==> src/rtl/writeback_arbiter.sv <==
// ---------------------------------------------------------------------------
// writeback_arbiter
//
// Purpose:
//   Shares the single register-file write port (and the ps flag write)
//   between two requesters:
//     A : ALU/jump writeback stream. It is back-pressured through a_ready.
//     M : load data returning from a multi-cycle memory. It is buffered in
//         a small FIFO and accepted whenever m_ready is high.
//   Writes to the same destination register leave in program order. A
//   buffered load is never overtaken by a later A write to the same
//   register. A wait counter keeps the FIFO head from being starved by a
//   continuous A stream.
//
// Handshakes:
//   A transfer happens in a cycle where a_valid && a_ready. a_ready is
//   combinational and means "A is granted the write port this cycle".
//   An M transfer happens in a cycle where m_valid && m_ready. m_ready is
//   combinational and is high whenever the FIFO has a free slot.
//   Neither ready waits on its own valid, so the upstream side may hold
//   valid and sample ready in the same cycle.
//
// Ports:
//   clk, n_rst        clock (rising edge), asynchronous active-low reset
//   a_valid           A request valid
//   a_use_rw          A writes a register
//   a_rw_addr         A destination register
//   a_data            A write data
//   a_write_ps        A writes the ps flag
//   a_ps              A ps value
//   a_ready           A granted this cycle (combinational)
//   m_valid           memory return valid
//   m_rw_addr         load destination register
//   m_data            load data
//   m_ready           FIFO can accept (combinational)
//   wr_en/wr_addr/wr_data  registered register-file write port
//   ps_en/ps_out      registered ps flag write
//   fifo_count        number of buffered loads
// ---------------------------------------------------------------------------
module writeback_arbiter #(
    parameter int DEPTH    = 4,
    parameter int MAX_WAIT = 3
) (
    input  logic                       clk,
    input  logic                       n_rst,
    input  logic                       a_valid,
    input  logic                       a_use_rw,
    input  logic [3:0]                 a_rw_addr,
    input  logic [15:0]                a_data,
    input  logic                       a_write_ps,
    input  logic                       a_ps,
    output logic                       a_ready,
    input  logic                       m_valid,
    input  logic [3:0]                 m_rw_addr,
    input  logic [15:0]                m_data,
    output logic                       m_ready,
    output logic                       wr_en,
    output logic [3:0]                 wr_addr,
    output logic [15:0]                wr_data,
    output logic                       ps_en,
    output logic                       ps_out,
    output logic [$clog2(DEPTH+1)-1:0] fifo_count
);

    localparam int PW = (DEPTH > 1) ? $clog2(DEPTH) : 1;
    localparam int CW = $clog2(DEPTH + 1);
    localparam int WW = (MAX_WAIT < 1) ? 1 : $clog2(MAX_WAIT + 1);

    // FIFO storage. There is no reset on the storage itself; only the
    // pointers and the count define which entries are live.
    logic [3:0]    addr_mem [DEPTH];
    logic [15:0]   data_mem [DEPTH];

    logic [PW-1:0] rd_ptr_q, rd_ptr_d;
    logic [PW-1:0] wr_ptr_q, wr_ptr_d;
    logic [CW-1:0] count_q,  count_d;
    logic [WW-1:0] wait_q,   wait_d;

    logic          wr_en_q,   wr_en_d;
    logic [3:0]    wr_addr_q, wr_addr_d;
    logic [15:0]   wr_data_q, wr_data_d;
    logic          ps_en_q,   ps_en_d;
    logic          ps_out_q,  ps_out_d;

    logic          fifo_empty;
    logic          fifo_full;
    logic          push;
    logic          pop;
    logic          stored_hit;
    logic          hazard;
    logic          a_elig;
    logic          grant_a;
    logic [PW-1:0] scan_idx;

    // -----------------------------------------------------------------------
    // FIFO status and push
    // -----------------------------------------------------------------------
    assign fifo_empty = (count_q == '0);
    assign fifo_full  = (count_q == CW'(DEPTH));
    assign m_ready    = !fifo_full;
    // While full m_ready is low, so no push can happen even if the head
    // pops in the same cycle.
    assign push       = m_valid && m_ready;

    // -----------------------------------------------------------------------
    // Ordering hazard: an A write may not overtake a buffered load (or the
    // load arriving this cycle) that targets the same register. Only the
    // `count_q` entries starting at the head are live.
    // -----------------------------------------------------------------------
    always_comb begin
        stored_hit = 1'b0;
        scan_idx   = '0;
        for (int k = 0; k < DEPTH; k++) begin
            scan_idx = rd_ptr_q + PW'(k);
            if ((CW'(k) < count_q) && (addr_mem[scan_idx] == a_rw_addr)) begin
                stored_hit = 1'b1;
            end
        end
    end

    assign hazard = a_valid && a_use_rw &&
                    (stored_hit || (push && (m_rw_addr == a_rw_addr)));
    assign a_elig = a_valid && !hazard;

    // -----------------------------------------------------------------------
    // Grant: at most one winner per cycle. The head is forced through when
    // it has waited long enough or the FIFO is full. An entry pushed this
    // cycle is not yet visible at the head, because pop only looks at
    // count_q.
    // -----------------------------------------------------------------------
    assign pop     = !fifo_empty &&
                     (!a_elig || (wait_q >= WW'(MAX_WAIT)) || fifo_full);
    assign grant_a = a_elig && !pop;
    assign a_ready = grant_a;

    // -----------------------------------------------------------------------
    // Next-state logic
    // -----------------------------------------------------------------------
    always_comb begin
        rd_ptr_d = rd_ptr_q;
        wr_ptr_d = wr_ptr_q;
        if (push) begin
            wr_ptr_d = wr_ptr_q + PW'(1);
        end
        if (pop) begin
            rd_ptr_d = rd_ptr_q + PW'(1);
        end
        count_d = count_q + CW'(push) - CW'(pop);
    end

    // The wait counter measures how many cycles the current head has lost
    // the arbitration. It saturates at MAX_WAIT.
    always_comb begin
        wait_d = wait_q;
        if (fifo_empty || pop) begin
            wait_d = '0;
        end else if (wait_q < WW'(MAX_WAIT)) begin
            wait_d = wait_q + WW'(1);
        end
    end

    // Write port is registered: the winner of cycle N appears at N+1.
    // Address, data and ps value hold when there is no grant; the enables
    // drop.
    always_comb begin
        wr_en_d   = 1'b0;
        wr_addr_d = wr_addr_q;
        wr_data_d = wr_data_q;
        ps_en_d   = 1'b0;
        ps_out_d  = ps_out_q;
        if (grant_a) begin
            wr_en_d   = a_use_rw;
            wr_addr_d = a_rw_addr;
            wr_data_d = a_data;
            ps_en_d   = a_write_ps;
            ps_out_d  = a_ps;
        end else if (pop) begin
            wr_en_d   = 1'b1;
            wr_addr_d = addr_mem[rd_ptr_q];
            wr_data_d = data_mem[rd_ptr_q];
        end
    end

    // -----------------------------------------------------------------------
    // State registers
    // -----------------------------------------------------------------------
    always_ff @(posedge clk or negedge n_rst) begin
        if (!n_rst) begin
            rd_ptr_q  <= '0;
            wr_ptr_q  <= '0;
            count_q   <= '0;
            wait_q    <= '0;
            wr_en_q   <= 1'b0;
            wr_addr_q <= '0;
            wr_data_q <= '0;
            ps_en_q   <= 1'b0;
            ps_out_q  <= 1'b0;
        end else begin
            rd_ptr_q  <= rd_ptr_d;
            wr_ptr_q  <= wr_ptr_d;
            count_q   <= count_d;
            wait_q    <= wait_d;
            wr_en_q   <= wr_en_d;
            wr_addr_q <= wr_addr_d;
            wr_data_q <= wr_data_d;
            ps_en_q   <= ps_en_d;
            ps_out_q  <= ps_out_d;
        end
    end

    always_ff @(posedge clk) begin
        if (push) begin
            addr_mem[wr_ptr_q] <= m_rw_addr;
            data_mem[wr_ptr_q] <= m_data;
        end
    end

    assign wr_en      = wr_en_q;
    assign wr_addr    = wr_addr_q;
    assign wr_data    = wr_data_q;
    assign ps_en      = ps_en_q;
    assign ps_out     = ps_out_q;
    assign fifo_count = count_q;

    // -----------------------------------------------------------------------
    // Structural properties
    // -----------------------------------------------------------------------
    a_one_winner : assert property (@(posedge clk) disable iff (!n_rst)
        !(grant_a && pop));
    a_count_bound : assert property (@(posedge clk) disable iff (!n_rst)
        count_q <= CW'(DEPTH));
    a_no_push_full : assert property (@(posedge clk) disable iff (!n_rst)
        fifo_full |-> !push);
    a_no_pop_empty : assert property (@(posedge clk) disable iff (!n_rst)
        fifo_empty |-> !pop);

endmodule

==> config.mk <==
export PLATFORM = sky130hd
export DESIGN_NAME = writeback_arbiter
export DESIGN_NICKNAME = d
export VERILOG_FILES = /design/src/rtl/writeback_arbiter.sv
export SDC_FILE = /design/constraint.sdc
export NUM_CORES = 1
export LEC_CHECK = 0
export CORE_ASPECT_RATIO = 0.9
export CORE_MARGIN = 2
export CORE_UTILIZATION = 61
export CTS_BUF_LIST = sky130_fd_sc_hd__clkbuf_4 sky130_fd_sc_hd__clkbuf_8
export DETAILED_ROUTE_END_ITERATION = 7
export MAX_ROUTING_LAYER = met4
export PLACE_DENSITY = 0.88
export RECOVER_POWER = 25
export SYNTH_ARGS = -nofsm -noshare
export SYNTH_HDL_FRONTEND = slang
export SYNTH_SLANG_ARGS = --single-unit
export TNS_END_PERCENT = 5
==> constraint.sdc <==
create_clock -name clk -period 5.1 [get_ports clk]
set_input_delay 1.02 -clock clk [delete_from_list [all_inputs] [get_ports clk]]
set_output_delay 1.02 -clock clk [all_outputs]
set_load 0.005 [all_outputs]
# [Yosys cells after proc, flatten, opt, wreduce, memory -nomap -nowiden]
# Memories as Yosys holds them, arrays and structs flattened.
# Cells that the tools add are included.
[word_totals] ram_bits=80 n_memories=2 output_inout_bits=28 elab_cells=68 regBits=32
[mem_list] memory="data_mem" depth=4 width=16 read_ports=1 rd_ports_with_merged_regs=0 wr=1 line="72" text="logic [15:0] data_mem [DEPTH];"
[mem_list] memory="addr_mem" depth=4 width=4 read_ports=4 rd_ports_with_merged_regs=0 wr=1 line="71" text="logic [3:0] addr_mem [DEPTH];"
[op_classes] eq_ne=6 addsub=7 n_mux=15 reduce_logical=23 order_cmp=6
[op_table] cell="$mux 16" count=2
[op_table] cell="$eq 4x4->1" count=5
[op_table] cell="$logic_and 1x1->1" count=11
[op_table] cell="$mux 1" count=9
[op_table] cell="$mux 4" count=2
[op_table] cell="$add 2x1->2 const B" count=3
[op_table] cell="$lt 1x3->1 const A" count=2
[op_table] cell="$lt 2x3->1 const A" count=2
[op_table] cell="$logic_not 1->1" count=5
[op_table] cell="$add 2x2->2 const B" count=2
[op_table] cell="$logic_or 1x1->1" count=4
[op_table] cell="$mux 2" count=2
[op_table] cell="$reduce_bool 2->1" count=2
[op_table] cell="$add 3x1->3" count=1
[op_table] cell="$eq 3x3->1 const B" count=1
[op_table] cell="$logic_not 3->1" count=1
[op_table] cell="$sub 3x1->3" count=1
[op_table] cell="$ge 2x2->1 const B" count=1
[op_table] cell="$lt 2x2->1 const B" count=1

# [Depth between registers and ports, before layout]
# Gate-level depths: netlist of run 1.
# An unclocked memory read counts as a cell.
[logic_depth] word_depth=18 ltp_mapped=14 depth_no_buf=12

# [Least setup slack after synthesis of run 1]
# No wires, ideal clock.
[synth_path] path_kind="input to register" from="input port a_rw_addr[0]" to="register count_q[2], in the netlist fifo_count[2]" arrival_ns=3.441 setup_time_ns=0.123 stages=12 setup_slack_ns=1.537 required_ns=4.977 cell_sequence="clkbuf_1 or3_1 nand4_1 a21oi_2 o41ai_4 buf_6 a21oi_4 ha_1 inv_1 ha_1 fa_1 xnor2_1"
[synth_via] elab_chain_cells=15 elab_cells_between_ends=23
[synth_lines] item="from (decl)" line="48" text="input logic [3:0] a_rw_addr,"
[synth_lines] item="$eq 4x4->1" line="115" text="if ((CW'(k) < count_q) && (addr_mem[scan_idx] == a_rw_addr)) begin"
[synth_lines] item="$logic_and 1x1->1" line="115"
[synth_lines] item="$mux 1 (4 in series)" line="115"
[synth_lines] item="$logic_or 1x1->1 *" line="122" text="(stored_hit || (push && (m_rw_addr == a_rw_addr)));"
[synth_lines] item="$logic_and 1x1->1 *" line="121" text="assign hazard = a_valid && a_use_rw &&"
[synth_lines] item="$logic_not 1->1 *" line="123" text="assign a_elig = a_valid && !hazard;"
[synth_lines] item="$logic_and 1x1->1 *" line="123"
[synth_lines] item="$logic_not 1->1 *" line="132" text="(!a_elig || (wait_q >= WW'(MAX_WAIT)) || fifo_full);"
[synth_lines] item="$logic_or 1x1->1 * (2 in series)" line="132"
[synth_lines] item="$logic_and 1x1->1 *" line="131" text="assign pop = !fifo_empty &&"
[synth_lines] item="named net pop" line="88" text="logic pop;"
[synth_lines] item="$sub 3x1->3 *" line="148" text="count_d = count_q + CW'(push) - CW'(pop);"
[synth_lines] item="named net count_d[2]" line="76" text="logic [CW-1:0] count_q, count_d;"
[synth_lines] item="to (signal assigned)" line="201" text="count_q <= count_d;"
[synth_lines] item="to (decl)" line="76"
# Mark *: on every way through the listed nets, which the timed path passes. The rest lies on a longest branch.
# A chain may end at the register's enable or synchronous reset.

# [Worst setup path in the final report of run 1]
[layout_path] from="input port a_rw_addr[0]" to="output port a_ready"
[layout_via] elab_chain_cells=16 elab_cells_between_ends=24
[layout_lines] item="$eq 4x4->1" line="115"
[layout_lines] item="$logic_and 1x1->1" line="115"
[layout_lines] item="$mux 1 (4 in series)" line="115"
[layout_lines] item="$logic_or 1x1->1 *" line="122"
[layout_lines] item="$logic_and 1x1->1 *" line="121"
[layout_lines] item="$logic_not 1->1 *" line="123"
[layout_lines] item="$logic_and 1x1->1 *" line="123"
[layout_lines] item="$logic_not 1->1" line="132"
[layout_lines] item="$logic_or 1x1->1 (2 in series)" line="132"
[layout_lines] item="$logic_and 1x1->1" line="131"
[layout_lines] item="$logic_not 1->1" line="133" text="assign grant_a = a_elig && !pop;"
[layout_lines] item="$logic_and 1x1->1 *" line="133"
[layout_lines] item="to (decl)" line="52" text="output logic a_ready,"
# Mark *: on every way between the ends. The rest lies on a longest branch, timed or not.

==> summary.md, run 1 <==
| Metric | Value |
|---|---|
| Status | `finished, violations left` |
| Failing checks | `capacitance limit, slew limit` |
| Post-route setup slack | `approximately 0.74 ns` |
| Gpl congestion | `between 0.9 and 1` |
| TritonCTS buffer count | `9` |
| Pre-antenna DRT Iters | `4` |
| Worst path cell trace | `clkdlybuf4s50_1 -> or3_1 -> nand4_1 -> a21oi_2 -> o41ai_4 -> and2_4 -> clkdlybuf4s50_1` |
| Max Buffers Root-to-Sink | `2` |
| Antenna cell count | `0` |
| Final period utilization | `85.4%` |
| Clock transition at path regs | `around 0.1 ns` |
| CTS root buf | `clkbuf_8` |
| H-tree depth | `3` |
| Final cell count without fillers | `515` |
| Crit-path slowest cell | `clkdlybuf4s50_1` |
| Die Area | `a little over 9000 sq um` |
| Nets | `448` |
| Antenna violations before repair | `0` |
| Mean Syn Cell Area | `16.3 sq um` |
| Remaining antenna violation count | `0` |
| GRT Total Usage | `23.7%` |
| Drc violations | `0` |
| Post-CTS Repair Setup Buffers | `0` |
| Post-synth cell types | `45` |
| Post-Syn Instances | `321` |
| Register area share after synthesis | `61.1%` |
| Total number of yosys warnings | `0` |
| Power Density | `569 nW/um^2` |
| Total length of routed wires | `10000 um` |
| Chip Width | `102 um` |
| Critical Path Start Type | `primary input` |
| Clock latency at the later pin of the worst-skew pair | `0.38 ns` |
| Global-route wire length before repair | `16100 um` |
| CP Buf/Inv Count | `2` |
| Placed cell count | `roughly 500` |
| Crit path DAT | `3.34 ns` |
| Share of cells above drive strength 1 | `14.9%` |
| Post-place setup slack | `approximately 0.67 ns` |
| Setup_tns | `0 ns` |
| Reg2Reg Setup Slack | `1.02 ns` |
| Total leakage power | `~2.3 nW` |
| HP Class | `reg -> reg` |
| Worst EP required | `4.08 ns` |
| Detailed-route via count | `3038` |
| Site Rows | `32` |
| WHS | `0.440 ns` |
| Crit-path max cell delay | `0.61 ns` |
| RSZ-0062 raised after global routing | `no` |
| Resized Gates After CTS | `0` |
| Grt ovf | `0` |
| Area grow syn2layout | `19.1%` |
| Delay-heaviest family, CP | `buffers and inverters` |
| Max cap viols | `1` |
| Setup violations, final | `0` |
| FF+latch count, synth | `112` |
| Most used cell, CP | `clkdlybuf4s50_1` |
| Average routed wire per standard cell | `19.4 um` |
| Fin crit period | `4.36 ns` |
| Core area | `approximately 8400 sq um` |
| Vias per cell | `~5.9` |
| Worst slew margin | `-20.4%` |
| Slew @ Worst Pin | `between 1.5 and 2 ns` |
| Top_reg_cell synth | `edfxtp_1` |
| Peak VDD IR | `0.251 mV` |
| Hold buffers post-CTS | `0` |
| Starting Density | `62.0%` |
| Final hold violations | `0` |
| WS Path Type | `in -> out` |
| Crit Path Max Fanout | `9` |
| DPL Wire Length | `6980 um` |
| CP endpoint kind | `output pin` |
| Mapped Nets | `378` |
| Syn Std Cell Area | `5240 sq um` |
| Final Skew | `0.0122 ns` |
| Slew Viols, Final | `33` |
| Max Fclk | `~0.23 GHz` |
| Top Ports | `75` |
| Post-synth ARST share | `28.6%` |
| Fillcell total | `517` |
| Die Ht | `91.9 um` |
| Largest net degree at the start of global routing | `40` |
| PortBufs | `74` |
| Post-synth EDFFs | `80` |
| Iteration-0 DRC count of the detailed router | `between 150 and 200` |
| Clk sinks | `approximately 110` |
| Number of global-route vias before repair | `3031` |
| TritonCTS clock tree | `yes` |
-- cell families (layout without fill, tap and decap cells) --
| logic type | Yosys count | in the layout | share of synthesized area [%] |
|---|---|---|---|
| flops | 112 | 112 | 61.1 |
| xor+xnor | 26 | 26 | 4.49 |
| mux | 49 | 49 | 15.8 |
| buf+inv | 29 | 104 | 3.03 |
| simple gates | 50 | 50 | 5.11 |
| compound gates | 45 | 45 | 7.90 |
| fa+ha+maj | 10 | 10 | 2.53 |
-- synth_stat cells (2+ instances only) --
library cell | number | share of area, %
a211oi_1 | 2 | 0.29
a21boi_0 | 12 | 1.7
xnor2_1 | 21 | 3.5
a221o_1 | 8 | 1.5
mux4_1 | 3 | 1.5
nor2_1 | 4 | 0.29
and3_1 | 13 | 1.6
mux2i_1 | 21 | 4.0
clkbuf_1 | 9 | 0.64
nand2_1 | 19 | 1.4
o22a_1 | 12 | 2.0
and2_4 | 2 | 0.33
buf_2 | 4 | 0.38
edfxtp_1 | 80 | 46
dfrtp_1 | 32 | 15
buf_6 | 5 | 1.1
inv_1 | 7 | 0.50
o21ai_0 | 2 | 0.19
xor2_1 | 4 | 0.67
nand4_1 | 2 | 0.24
mux2_2 | 2 | 0.43
mux4_2 | 23 | 9.9
ha_1 | 9 | 2.1
buf_4 | 2 | 0.29
inv_2 | 2 | 0.14
or3_1 | 2 | 0.24
-- per-stage QoR --
| step | area (sq um) | util (%) | power (mW) |
|---|---|---|---|
| final | 6240 | 73.9 | 3.55 |
| after global placement | 6050 | 71.6 | 2.99 |
| after floorplan | 5240 | - | 2.52 |
| after detailed placement | 6050 | 71.6 | 3.05 |
| after global routing | 6240 | 73.9 | 3.77 |
| after CTS | 6250 | 74.0 | 3.58 |
-- path summary, 6_finish.rpt --
kind / cells past startpoint / endpoint / start
max reg2reg: 13 / fifo_count[2]$_DFF_PN0_ / rd_ptr_q[1]$_DFFE_PN0P_
min: 1 / wait_q[0]$_DFFE_PN0P_ / wait_q[0]$_DFFE_PN0P_
min reg2reg: 1 / wait_q[0]$_DFFE_PN0P_ / wait_q[0]$_DFFE_PN0P_
min in group asynchronous: 2 / wr_data[1]$_DFFE_PN0P_ / n_rst
max in group asynchronous: 2 / rd_ptr_q[0]$_DFFE_PN0P_ / n_rst
max: 7 / a_ready / a_rw_addr[0]
-- metal layers --
layer	vias up	track usage, %	share of wire (%)
li1	1382	-	-
met1	1564	32.2	44
met2	79	36.8	50
met3	13	5.34	4.4
met4	0	6.19	1.3
met5	-	-	0
-- final cells by class --
type                       count  area (sq um)  area share (%)
tap                          119           149            2.38
sequential                   112          3200            51.3
clock buffer                   9           124            1.98
timing repair buffer          79           774            12.4
inverter                       9          33.8           0.541
multi-input combinational    180          1880            30.2
clock inverter                 7          76.3            1.22
-- flip-flops by register name, summed over array words and instances (netlist names) --
register    count
fifo_count      3
wr_en           1
wait_q          2
ps_en           1
wr_ptr_q        2
wr_addr         4
rd_ptr_q        2
addr_mem       16
ps_out          1
data_mem       64
wr_data        16
-- cell usage in the layout (no fill, tap or decap), drive strengths merged, types with 2 or more instances in the layout --
| cell type | Yosys | routed |
|---|---|---|
| a211oi | 2 | 2 |
| a21boi | 12 | 12 |
| a21oi | 3 | 3 |
| a221o | 8 | 8 |
| and2 | 2 | 2 |
| and3 | 13 | 13 |
| buf | 11 | 4 |
| clkbuf | 9 | 10 |
| clkdlybuf4s50 | 0 | 58 |
| dfrtp | 32 | 32 |
| dlygate4sd3 | 0 | 16 |
| edfxtp | 80 | 80 |
| ha | 9 | 9 |
| inv | 9 | 15 |
| mux2 | 2 | 2 |
| mux2i | 21 | 21 |
| mux4 | 26 | 26 |
| nand2 | 19 | 19 |
| nand4 | 2 | 2 |
| nor2 | 5 | 5 |
| o21ai | 3 | 3 |
| o22a | 12 | 12 |
| or3 | 2 | 2 |
| xnor2 | 22 | 22 |
| xor2 | 4 | 4 |
-- power by group --
part / switching, mW / internal [mW]
Clock: 0.328 / 0.199
Sequential: 0.175 / 1.26
Combinational: 0.740 / 0.853
Total: 1.24 / 2.31
(Power assumes the default switching activity.)
==> inputs of run 2 (changes only) <==
--- a/config.mk
+++ b/config.mk
@@ -7,11 +7,11 @@
 export LEC_CHECK = 0
 export CORE_ASPECT_RATIO = 0.9
 export CORE_MARGIN = 2
-export CORE_UTILIZATION = 61
+export CORE_UTILIZATION = 48
 export CTS_BUF_LIST = sky130_fd_sc_hd__clkbuf_4 sky130_fd_sc_hd__clkbuf_8
 export DETAILED_ROUTE_END_ITERATION = 7
 export MAX_ROUTING_LAYER = met4
-export PLACE_DENSITY = 0.88
+export PLACE_DENSITY = 0.72
 export RECOVER_POWER = 25
 export SYNTH_ARGS = -nofsm -noshare
 export SYNTH_HDL_FRONTEND = slang
==> summary.md, run 2 (same netlist as run 1, synthesis figures left out) <==
| Metric | Value |
|---|---|
| Status | `finished, violations left` |
| Failing checks | `capacitance limit, slew limit` |
| TritonCTS buffer count | `9` |
| Number of global-route vias before repair | `3042` |
| Pre-antenna DRT Iters | `4` |
| Clk sinks | `112` |
| Grt ovf | `0` |
| Worst slew margin | `-22.8%` |
| Biggest register | `data_mem` |
| Worst setup startpoint | `a_rw_addr[0]` |
| Fillcell total | `876` |
| Remaining antenna violation count | `0` |
| DPL Wire Length | `7020 um` |
| Crit path DAT | `3.32 ns` |
| Setup_tns | `0 ns` |
| Crit Path Max Fanout | `9` |
| Power Density | `563 nW/um^2` |
| HP Class | `reg -> reg` |
| Slew @ Worst Pin | `1.84 ns` |
| WS Path Type | `in -> out` |
| Final period utilization | `85.0%` |
| Max FFs per register | `64` |
| Die Area | `11800 sq um` |
| Starting Density | `48.9%` |
| Post-CTS Repair Setup Buffers | `0` |
| Slew Viols, Final | `33` |
| Gpl congestion | `0.810` |
| Setup violations, final | `0` |
| Average routed wire per standard cell | `19.4 um` |
| Area taken by multi-input logic gates | `1880 sq um` |
| Worst EP required | `4.08 ns` |
| Drc violations | `0` |
| Die Ht | `about 100 um` |
| RSZ-0062 raised after global routing | `no` |
| Most common cell after layout, fill and taps aside | `edfxtp_1` |
| Clock transition at path regs | `0.10 ns` |
| Most frequent cells in the layout | `edfxtp_1 (80), clkdlybuf4s50_1 (63), dfrtp_1 (31), mux4_2 (23)` |
| Max Fclk | `between 0.2 and 0.25 GHz` |
| CTS root buf | `clkbuf_8` |
| Area grow syn2layout | `19.3%` |
| Placed cell areas | `roughly 6100 sq um` |
| GRT Total Usage | `between 10% and 20%` |
| Register Area | `3200 sq um` |
| Fin crit period | `4.34 ns` |
| Site Rows | `36` |
| Share of cells above drive strength 1 | `15.1%` |
| CP endpoint kind | `output pin` |
| Total leakage power | `2.31 nW` |
| Final design utilization | `58.3%` |
| Antenna cell count | `0` |
| Critical Path Start Type | `primary input` |
| Max Buffers Root-to-Sink | `2` |
| Final Skew | `0.00558 ns` |
| Global-route wire length before repair | `~16000 um` |
| Antenna violations before repair | `0` |
| Detailed-route via count | `2997` |
| Hold buffers post-CTS | `0` |
| Core area | `approximately 11000 sq um` |
| Nets | `449` |
| Resized Gates After CTS | `0` |
| TritonCTS clock tree | `yes` |
| Iteration-0 DRC count of the detailed router | `218` |
| Worst r2r src | `rd_ptr_q[0]$_DFFE_PN0P_` |
| Post-route cell area | `between 6000 and 7000 sq um` |
| Max cap viols | `1` |
| Largest net degree at the start of global routing | `40` |
| Vias per cell | `5.65` |
| Total length of routed wires | `just over 10000 um` |
| Clock latency at the later pin of the worst-skew pair | `between 0.3 and 0.4 ns` |
| Hold Crit Start | `wait_q[0]$_DFFE_PN0P_` |
| Peak VDD IR | `0.232 mV` |
| Final hold violations | `0` |
| WHS | `0.442 ns` |
| PortBufs | `74` |
| Chip Width | `114 um` |
| Top Ports | `75` |
| H-tree depth | `3` |
run 2: area by class of cell:
class	instances	share of cell area, %
inverters	9	0.540
flip-flops and latches	112	51.2
clock buffers	10	2.10
clock inverters	6	0.900
multi-input cells	180	30.1
repair buffers	80	12.5
well taps	133	2.66
run 2: routing by layer:
layer  track usage [%]  share of wire [%]  vias up
met5                 -                  0        -
met4              5.07                1.1        0
met3              4.23                4.4        8
met2              32.1                 51       65
met1              24.4                 44     1538
li1                  -                  -     1386
run 2: final timing paths:
check	to	cells after the start	slack [ns]
setup reg to reg	fifo_count[2]$_DFF_PN0_	12	1.04
setup / recovery	a_ready	7	0.76
max in group asynchronous	rd_ptr_q[0]$_DFFE_PN0P_	1	2.77
min in group asynchronous	ps_en$_DFF_PN0_	1	1.13
hold reg to reg	wait_q[0]$_DFFE_PN0P_	1	0.44
hold / removal	wait_q[0]$_DFFE_PN0P_	1	0.44
run 2: per-stage QoR:
stage	setup WS [ns]	power (mW)	std cells
4_1_cts	0.721	3.56	530
3_3_place_gp	0.702	3.03	514
6_report	0.763	3.52	530
5_1_grt	0.592	3.76	530
3_5_place_dp	0.634	3.06	514
2_1_floorplan	1.54	2.52	321
run 2: power breakdown:
group	total [mW]	switching (mW)	internal, mW
Sequential	1.44	0.186	1.26
Combinational	1.58	0.715	0.861
Clock	0.499	0.308	0.191
Total	3.52	1.21	2.31
run 2: worst max-delay path: stages:
cell and delay [ns]:
clkdlybuf4s50_1 0.61, or3_1 0.42, nand4_1 0.11, a21oi_2 0.06
o41ai_4 0.38, and2_4 0.22, clkdlybuf4s50_1 0.50
